**config.mk**
```make
export PLATFORM = sky130hd
export DESIGN_NAME = hazard_ctrl
export DESIGN_NICKNAME = d
export VERILOG_FILES = /design/src/rtl/hazard_ctrl_pkg.sv /design/src/rtl/hazard_ctrl_md_seq.sv /design/src/rtl/hazard_ctrl.sv
export SDC_FILE = /design/constraint.sdc
export NUM_CORES = 1
export LEC_CHECK = 0
export ABC_AREA = 1
export BUFFER_PORTS_ARGS = -buffer_cell sky130_fd_sc_hd__buf_2
export CORE_MARGIN = 8
export CORE_UTILIZATION = 40
export CTS_CLUSTER_DIAMETER = 80
export DETAILED_ROUTE_END_ITERATION = 8
export PLACE_DENSITY_LB_ADDON = 0.3
export SYNTH_ARGS = -nofsm -noshare
export SYNTH_HDL_FRONTEND = slang
export SYNTH_SLANG_ARGS = --single-unit
```
**constraint.sdc**
```tcl
create_clock -name clk -period 1.85 [get_ports clk]
set_input_delay 0.0925 -clock clk [delete_from_list [all_inputs] [get_ports clk]]
set_output_delay 0.0925 -clock clk [all_outputs]
set_load 0.01 [all_outputs]
```
**src/rtl/hazard_ctrl_pkg.sv**
```systemverilog
// Shared pipeline definitions: multiply/divide sequencer state encoding and the
// ID-EX control field widths used by the bubble mux and the hazard controller.
package hazard_ctrl_pkg;

    typedef enum logic [1:0] {
        MD_IDLE = 2'd0,
        MD_RUN  = 2'd1,
        MD_DONE = 2'd2
    } md_state_e;

    // ID-EX control fields zeroed by a bubble: writeback, memory, execute
    localparam int IDEX_W_W    = 2;
    localparam int IDEX_M_W    = 2;
    localparam int IDEX_E_W    = 4;
    localparam int IDEX_CTRL_W = IDEX_W_W + IDEX_M_W + IDEX_E_W;

endpackage

```
**src/rtl/hazard_ctrl_md_seq.sv**
```systemverilog
// Multiply/divide occupancy sequencer: IDLE -> RUN (LAT cycles) -> DONE (1 cycle).
// The current state is exported so hazard logic and checkers can observe it.
module hazard_ctrl_md_seq
    import hazard_ctrl_pkg::*;
#(
    parameter int MULT_LAT = 4,
    parameter int DIV_LAT  = 16
) (
    input  logic      clk,
    input  logic      rst,
    input  logic      accept,
    input  logic      div,
    output logic      busy,
    output logic      done,
    output md_state_e state
);

    localparam int MAX_LAT = (DIV_LAT > MULT_LAT) ? DIV_LAT : MULT_LAT;
    localparam int CW      = $clog2(MAX_LAT);
    localparam logic [CW-1:0] MULT_LOAD = CW'(MULT_LAT - 1);
    localparam logic [CW-1:0] DIV_LOAD  = CW'(DIV_LAT - 1);

    md_state_e     state_q, state_d;
    logic [CW-1:0] cnt_q, cnt_d;

    always_ff @(posedge clk or negedge rst) begin
        if (!rst) begin
            state_q <= MD_IDLE;
            cnt_q   <= '0;
        end else begin
            state_q <= state_d;
            cnt_q   <= cnt_d;
        end
    end

    always_comb begin
        state_d = state_q;
        cnt_d   = cnt_q;
        case (state_q)
            MD_IDLE, MD_DONE: begin
                // DONE falls back to IDLE unless a new op is accepted the same cycle
                if (accept) begin
                    state_d = MD_RUN;
                    cnt_d   = div ? DIV_LOAD : MULT_LOAD;
                end else begin
                    state_d = MD_IDLE;
                end
            end
            MD_RUN: begin
                if (cnt_q == '0) state_d = MD_DONE;
                else             cnt_d   = cnt_q - 1'b1;
            end
            default: begin
                state_d = MD_IDLE;
                cnt_d   = '0;
            end
        endcase
    end

    assign busy  = (state_q == MD_RUN);
    assign done  = (state_q == MD_DONE);
    assign state = state_q;

endmodule

```
**src/rtl/hazard_ctrl.sv**
```systemverilog
// Pipeline hazard controller: load-use and mult/div stalls, taken-branch flush,
// mult/div sequencing and a saturating stall-cycle counter.
module hazard_ctrl
    import hazard_ctrl_pkg::*;
#(
    parameter int MULT_LAT = 4,
    parameter int DIV_LAT  = 16,
    parameter int CNT_W    = 16
) (
    input  logic             clk,
    input  logic             rst,
    input  logic [4:0]       id_rs,
    input  logic [4:0]       id_rt,
    input  logic             id_use_rs,
    input  logic             id_use_rt,
    input  logic             ex_mem_read,
    input  logic [4:0]       ex_rt,
    input  logic             id_md_start,
    input  logic             id_md_div,
    input  logic             id_hilo_read,
    input  logic             ex_branch_taken,
    output logic             pc_write,
    output logic             ifid_write,
    output logic             ifid_flush,
    output logic             idex_bubble,
    output logic             md_busy,
    output logic             md_done,
    output logic [CNT_W-1:0] stall_cnt
);

    md_state_e md_state;
    logic      lu, mdh, stall, md_accept;

    // r0 is hardwired to zero, so a load targeting it never creates a dependency
    assign lu = ex_mem_read && (ex_rt != 5'd0) &&
                ((id_use_rs && (id_rs == ex_rt)) || (id_use_rt && (id_rt == ex_rt)));
    assign mdh   = (md_state == MD_RUN) && (id_md_start || id_hilo_read);
    assign stall = (lu || mdh) && !ex_branch_taken;

    assign md_accept = id_md_start && !stall && !ex_branch_taken && (md_state != MD_RUN);

    // While in reset the front end is frozen and ID-EX is held empty
    assign pc_write    = rst && !stall;
    assign ifid_write  = rst && !stall;
    assign ifid_flush  = !rst || ex_branch_taken;
    assign idex_bubble = !rst || stall || ex_branch_taken;

    hazard_ctrl_md_seq #(
        .MULT_LAT (MULT_LAT),
        .DIV_LAT  (DIV_LAT)
    ) u_md_seq (
        .clk    (clk),
        .rst    (rst),
        .accept (md_accept),
        .div    (id_md_div),
        .busy   (md_busy),
        .done   (md_done),
        .state  (md_state)
    );

    always_ff @(posedge clk or negedge rst) begin
        if (!rst) begin
            stall_cnt <= '0;
        end else if (stall && (stall_cnt != '1)) begin
            stall_cnt <= stall_cnt + 1'b1;
        end
    end

endmodule

```
# After elaboration in Yosys (flattened, before gate mapping)
# Cells that the tools add are included.
dict set report classes {
  add_sub_neg 2
  mul 0
  div 0
  magnitude_cmp 0
  n_eq_ne 9
  shifts 0
  mux 7
  bitwise 0
  reduce_logical 25
}
# op n
set op_table {}
lappend op_table {{$add 16x1->16 const B} 1}
lappend op_table {{$ne 16x16->1 const B} 1}
lappend op_table {{$mux 4} 3}
lappend op_table {{$logic_and 1x1->1} 11}
lappend op_table {{$eq 5x5->1} 2}
lappend op_table {{$pmux 4 s2} 1}
lappend op_table {{$logic_or 1x1->1} 6}
lappend op_table {{$reduce_bool 5->1} 1}
lappend op_table {{$logic_not 4->1} 1}
lappend op_table {{$ne 2x1->1 const B} 2}
lappend op_table {{$ne 2x2->1 const B} 2}
lappend op_table {{$pmux 2 s2} 1}
lappend op_table {{$sub 4x1->4 const B} 1}
lappend op_table {{$logic_not 1->1} 3}
lappend op_table {{$eq 2x1->1 const B} 1}
lappend op_table {{$eq 2x2->1 const B} 1}
lappend op_table {{$logic_not 2->1} 1}
lappend op_table {{$mux 2} 1}
lappend op_table {{$reduce_and 2->1} 1}
lappend op_table {{$reduce_or 2->1} 1}
lappend op_table {{$mux 1} 1}
dict set report word_totals {
  reg_bits 22
  latchBits 0
  ram_bits 0
  rom_bits 0
  inputBits 24
  word_cells 46
  n_memories 0
}

# Depth between registers and ports, before layout
dict set report logic_depth {
  word_depth 12
  ltp_mapped 12
}

# Hierarchy
# From an unflattened synthesis, not the netlist that was laid out.
dict set report unflattened {
  cells_unflattened 241
  area_unflattened_um2 1652.8
}
# mod n_inst cells_each area_each_um2 seq_area_each_um2
set by_module_without_submodules {}
lappend by_module_without_submodules {hazard_ctrl 1 197 1313.8 400.4}
lappend by_module_without_submodules {hazard_ctrl_md_seq 1 44 339.1 150.1}

# Worst setup path after synthesis
# OpenSTA, ideal clock, no wires.
dict set report synth_timing {
  kind {reg-to-reg}
  start {reg stall_cnt[0]}
  end {reg stall_cnt[12]}
  t_arrival_ns 1.457
  required_time_ns 1.785
  path_slack_ns 0.329
  stages_incl_launch_ff 9
  period_less_slack_ns 1.521
  path_cell_list {dfrtp_1 > ha_1 > nand3_2 > nor2_4 > nand2_1 > nor3_1 > xor2_1 > nand3_1 > nand2_1}
}
dict set report synth_via {
  elab_chain_len 2
  word_cells_on_any_way 3
}
# item line
set synth_lines {}
lappend synth_lines {{from (decl)} hazard_ctrl.sv:28} ;# output logic [CNT_W-1:0] stall_cnt
lappend synth_lines {{from (signal assigned)} hazard_ctrl.sv:65} ;# stall_cnt <= stall_cnt + 1'b1;
lappend synth_lines {{parallel branches: the longest is 2 deep, another holds $add 16x1->16} --}
# Parallel ways; which one is timed is not known.
# A chain may end at the register's enable or synchronous reset.

# Final worst setup path
dict set report layout_timing {
  start {reg u_md_seq.state_q[0] (netlist: u_md_seq.state[0])}
  end {out idex_bubble}
}
dict set report layout_via {
  elab_chain_len 6
}
# item line
set layout_lines {}
lappend layout_lines {{from (decl)} hazard_ctrl_md_seq.sv:23} ;# md_state_e state_q, state_d;
lappend layout_lines {{from (signal assigned)} hazard_ctrl_md_seq.sv:31} ;# state_q <= state_d;
lappend layout_lines {{$eq 2x1->1} hazard_ctrl.sv:37} ;# assign mdh = (md_state == MD_RUN) && (id_md_start || id_hilo_read);
lappend layout_lines {{$logic_and 1x1->1} hazard_ctrl.sv:37}
lappend layout_lines {{$logic_or 1x1->1} hazard_ctrl.sv:38} ;# assign stall = (lu || mdh) && !ex_branch_taken;
lappend layout_lines {{$logic_and 1x1->1} hazard_ctrl.sv:38}
lappend layout_lines {{$logic_or 1x1->1 (2 in series)} hazard_ctrl.sv:46} ;# assign idex_bubble = !rst || stall || ex_branch_taken;
lappend layout_lines {{to (decl)} hazard_ctrl.sv:25} ;# output logic idex_bubble,
# Every way passes these cells.

==> results.tsv <==
metric	value	unit
run status	complete, no violations	
number of synthesized flops with an enable pin	0	
Iteration-0 DRC Markers	60	
global-route wire length before repair	6.87	mm
worst-margin pin slew	0.421	ns
Port-buffer cells	45	
Worst Hold Path Cells	4	
Final #Nets	313	
cell row count	23	
slowest cell on the critical path	dfrtp_1	
FF-to-FF End	stall_cnt[13]	
Die Outline Area	6260	µm²
Largest stage delay, worst path	0.45	ns
area of the core	3910	µm²
count of H-tree levels built during CTS	1	
Hold WC Path Type	in2reg	
initial antenna violation count	0	
fraction of final layout cells sized beyond drive strength 1	0.232	
Clock Path Buffers	2	
number of unique standard cell types used by synthesis	26	
synthesized area	1600	µm²
placed cells	330	
setup tns final	0	ns
number of ports placed on the die boundary	46	
area of all sequential standard cells	551	µm²
biggest fanout along the worst timing path	8	
TritonCTS clock tree	done	
gr ovfl total	0	
Worst setup SP type	register	
worst clock skew	0.00408	ns
Area Growth Syn to Fin	22.4	%
cell breakdown of the critical path	nand2_1, inv_2, o21ai_1, a21oi_2, nor2_1, nand2_1, buf_2	
clock net sink count	22	
average wire per standard cell	11.9	µm
total count of max-transition violations in the final report	0	
crit share post-route	0.910	
max_slew headroom	0.717	
PD cells	922	nW/µm²
Initial Utilization	0.408	
share of synthesized registers carrying an async set or reset	1.00	
vias in the first global route	1585	
Antenna Violating Nets Remaining	0	
Setup violations, final	0	
largest voltage drop on the vdd net	285	µV
part of the Yosys area used for sequential elements	0.345	
total of flip-flops plus latches after synthesis	22	
die height	79.2	µm
HPWL after DPL	3.19	mm
Arrival @ worst endpoint	1.59	ns
top_reg_cell synth	dfrtp_1	
nets in the synthesized netlist	262	
Yosys warnings	0	
RSZ-0062 raised after global routing	false	
WP depth	7	
critical path endpoint	idex_bubble	
Avg Cell Area, Syn	6.79	µm²
final critical delay including setup and external delays	1.68	ns
total routed wirelength	3.98	mm
final estimated routing congestion in global placement	0.889	
maximum number of pins on one net before global-route repair	24	
Worst path top cell family by delay	flip-flops	
footprint of the multi-input gates	883	µm²
number of inserted filler cells in the final layout	423	
buffers plus inverters on the worst setup path	2	
origin of the critical flop-to-flop path	stall_cnt[1]	
DRC Markers	0	
antenna fix cells	0	
most prevalent standard cell on the critical path	nand2_1	
register-to-register setup slack	0.21	ns
Via density	4.79	
Via Count	1604	
post-layout instance count excluding filler cells	335	
Final Hold Slack	0.173	ns
worst r2r path cells	7	
source-to-sink clock delay at the later pin of the worst-skew pair	0.27	ns
top achievable clock speed	594	MHz
iteration count of the initial detailed-routing pass	4	
clock slew at the register clock pins of the worst setup and hold paths	0.08	ns
worst setup path startpoint	u_md_seq.state[0]	
number of buffers created by CTS	3	
Static Leak	0.00107	µW
type of the worst setup path	reg2out	
root buf cell	clkbuf_8	
max-cap viol count	0	
endpoints failing hold	0	
data required time of the worst path	1.76	ns
post-CTS setup repair buffer count	0	
Die W	79.2	µm
Overall Global Routing Usage	0.132	
number of cells produced by synthesis	235	
kind of end point of the critical path	primary output	
-- flip-flops by register name, summed over array words and instances, names as in the netlist --
name / cells
u_md_seq.cnt_q: 4
u_md_seq.state: 2
stall_cnt: 16
-- how the worst min path moves through the flow --
stage	slack (ns)	start	end
after floorplan	-0.20	rst	stall_cnt[0]
after global placement	0.12	rst	u_md_seq.state[0]
after detailed placement	0.11	rst	u_md_seq.cnt_q[2]
after CTS	0.17	ex_branch_taken	u_md_seq.state[0]
after global routing	0.20	ex_branch_taken	u_md_seq.state[0]
final	0.17	ex_branch_taken	u_md_seq.state[0]
-- Yosys cell counts (2+ instances only) --
| library cell | number | share of area |
|---|---|---|
| nor2_1 | 18 | 0.042 |
| nor3_1 | 4 | 0.013 |
| nor4_2 | 2 | 0.016 |
| dfrtp_1 | 22 | 0.35 |
| o21ai_0 | 8 | 0.025 |
| xnor2_1 | 5 | 0.027 |
| inv_2 | 4 | 0.0094 |
| nand4_1 | 4 | 0.016 |
| ha_1 | 3 | 0.024 |
| inv_1 | 32 | 0.075 |
| nand3_2 | 2 | 0.013 |
| nand3_1 | 28 | 0.088 |
| xor2_1 | 9 | 0.049 |
| buf_4 | 2 | 0.0094 |
| nand2_1 | 81 | 0.19 |
-- cells in the final DEF, fill, tap and decap left out --
| cell | count |
|---|---|
| xor2_1 | 9 |
| nand4_1 | 4 |
| xnor2_1 | 5 |
| buf_2 | 45 |
| o31ai_1 | 1 |
| nand3b_1 | 1 |
| nand3_4 | 1 |
| clkbuf_8 | 4 |
| dfrtp_1 | 22 |
| nand2_1 | 81 |
| o21ai_1 | 1 |
| nand3_1 | 28 |
| inv_1 | 32 |
| nand3_2 | 2 |
| o22ai_1 | 1 |
| nand2_2 | 1 |
| ha_1 | 3 |
| nor4_2 | 2 |
| nor4_1 | 1 |
| nor2_4 | 1 |
| inv_2 | 4 |
| nor2_1 | 18 |
| buf_4 | 4 |
| nor3_2 | 1 |
| o21ai_0 | 8 |
| nor3_1 | 3 |
| dlygate4sd3_1 | 1 |
| a21oi_2 | 1 |
-- logic make-up (layout without fill, tap and decap cells) --
logic type      Yosys count  after routing  synth area share
xor+xnor                 14             14            0.0769
simple gates            144            144             0.408
buf+inv                  40             90             0.104
fa+ha+maj                 3              3            0.0235
flops                    22             22             0.345
compound gates           12             12            0.0424
-- stage by stage --
step | cell area, µm² | util | power, µW | worst slack (ns)
global placement | 1880 | 0.481 | 1440 | 0.308
floorplan | 1600 | - | 1210 | 0.329
CTS | 1950 | 0.497 | 1830 | 0.140
detailed placement | 1880 | 0.481 | 1470 | 0.212
global route | 1950 | 0.499 | 1950 | 0.0241
finish | 1950 | 0.499 | 1800 | 0.167
-- power breakdown --
part / leakage [µW] / switching, µW / internal [µW]
combinational: 0.000750 / 433 / 299
clock: 0.0000288 / 159 / 190
sequential: 0.000292 / 132 / 588
total: 0.00107 / 724 / 1080
-- routing by layer --
layer / vias to the layer above / global-route usage / wire length, µm
met1: 739 / 0.165 / 1860
met4: 0 / 0.0444 / 46
met5: - / 0 / 0
met3: 5 / 0.0271 / 131
met2: 22 / 0.222 / 1950
li1: 838 / - / -
-- timing repair --
item | in CTS | in global routing
setup endpoints to repair | 0 | 2
hold endpoints to repair | 22 | 0
hold buffers | 1 | 0
gates resized for setup | 0 | 1
-- layout make-up --
type,instances,area share
clock buffer,4,0.0282
inverter,36,0.0692
multi-input combinational,173,0.453
sequential,22,0.282
tap,50,0.0321
timing repair buffer,50,0.136
-- worst register-to-register path, stage by stage (launching register included) --
cell and delay [ns]:
dfrtp_1 0.42, ha_1 0.23, nand3_2 0.13, nor2_4 0.18, nand3_2 0.21, buf_4 0.24
nand3_1 0.08, nand2_1 0.05
(Power assumes the default switching activity.)
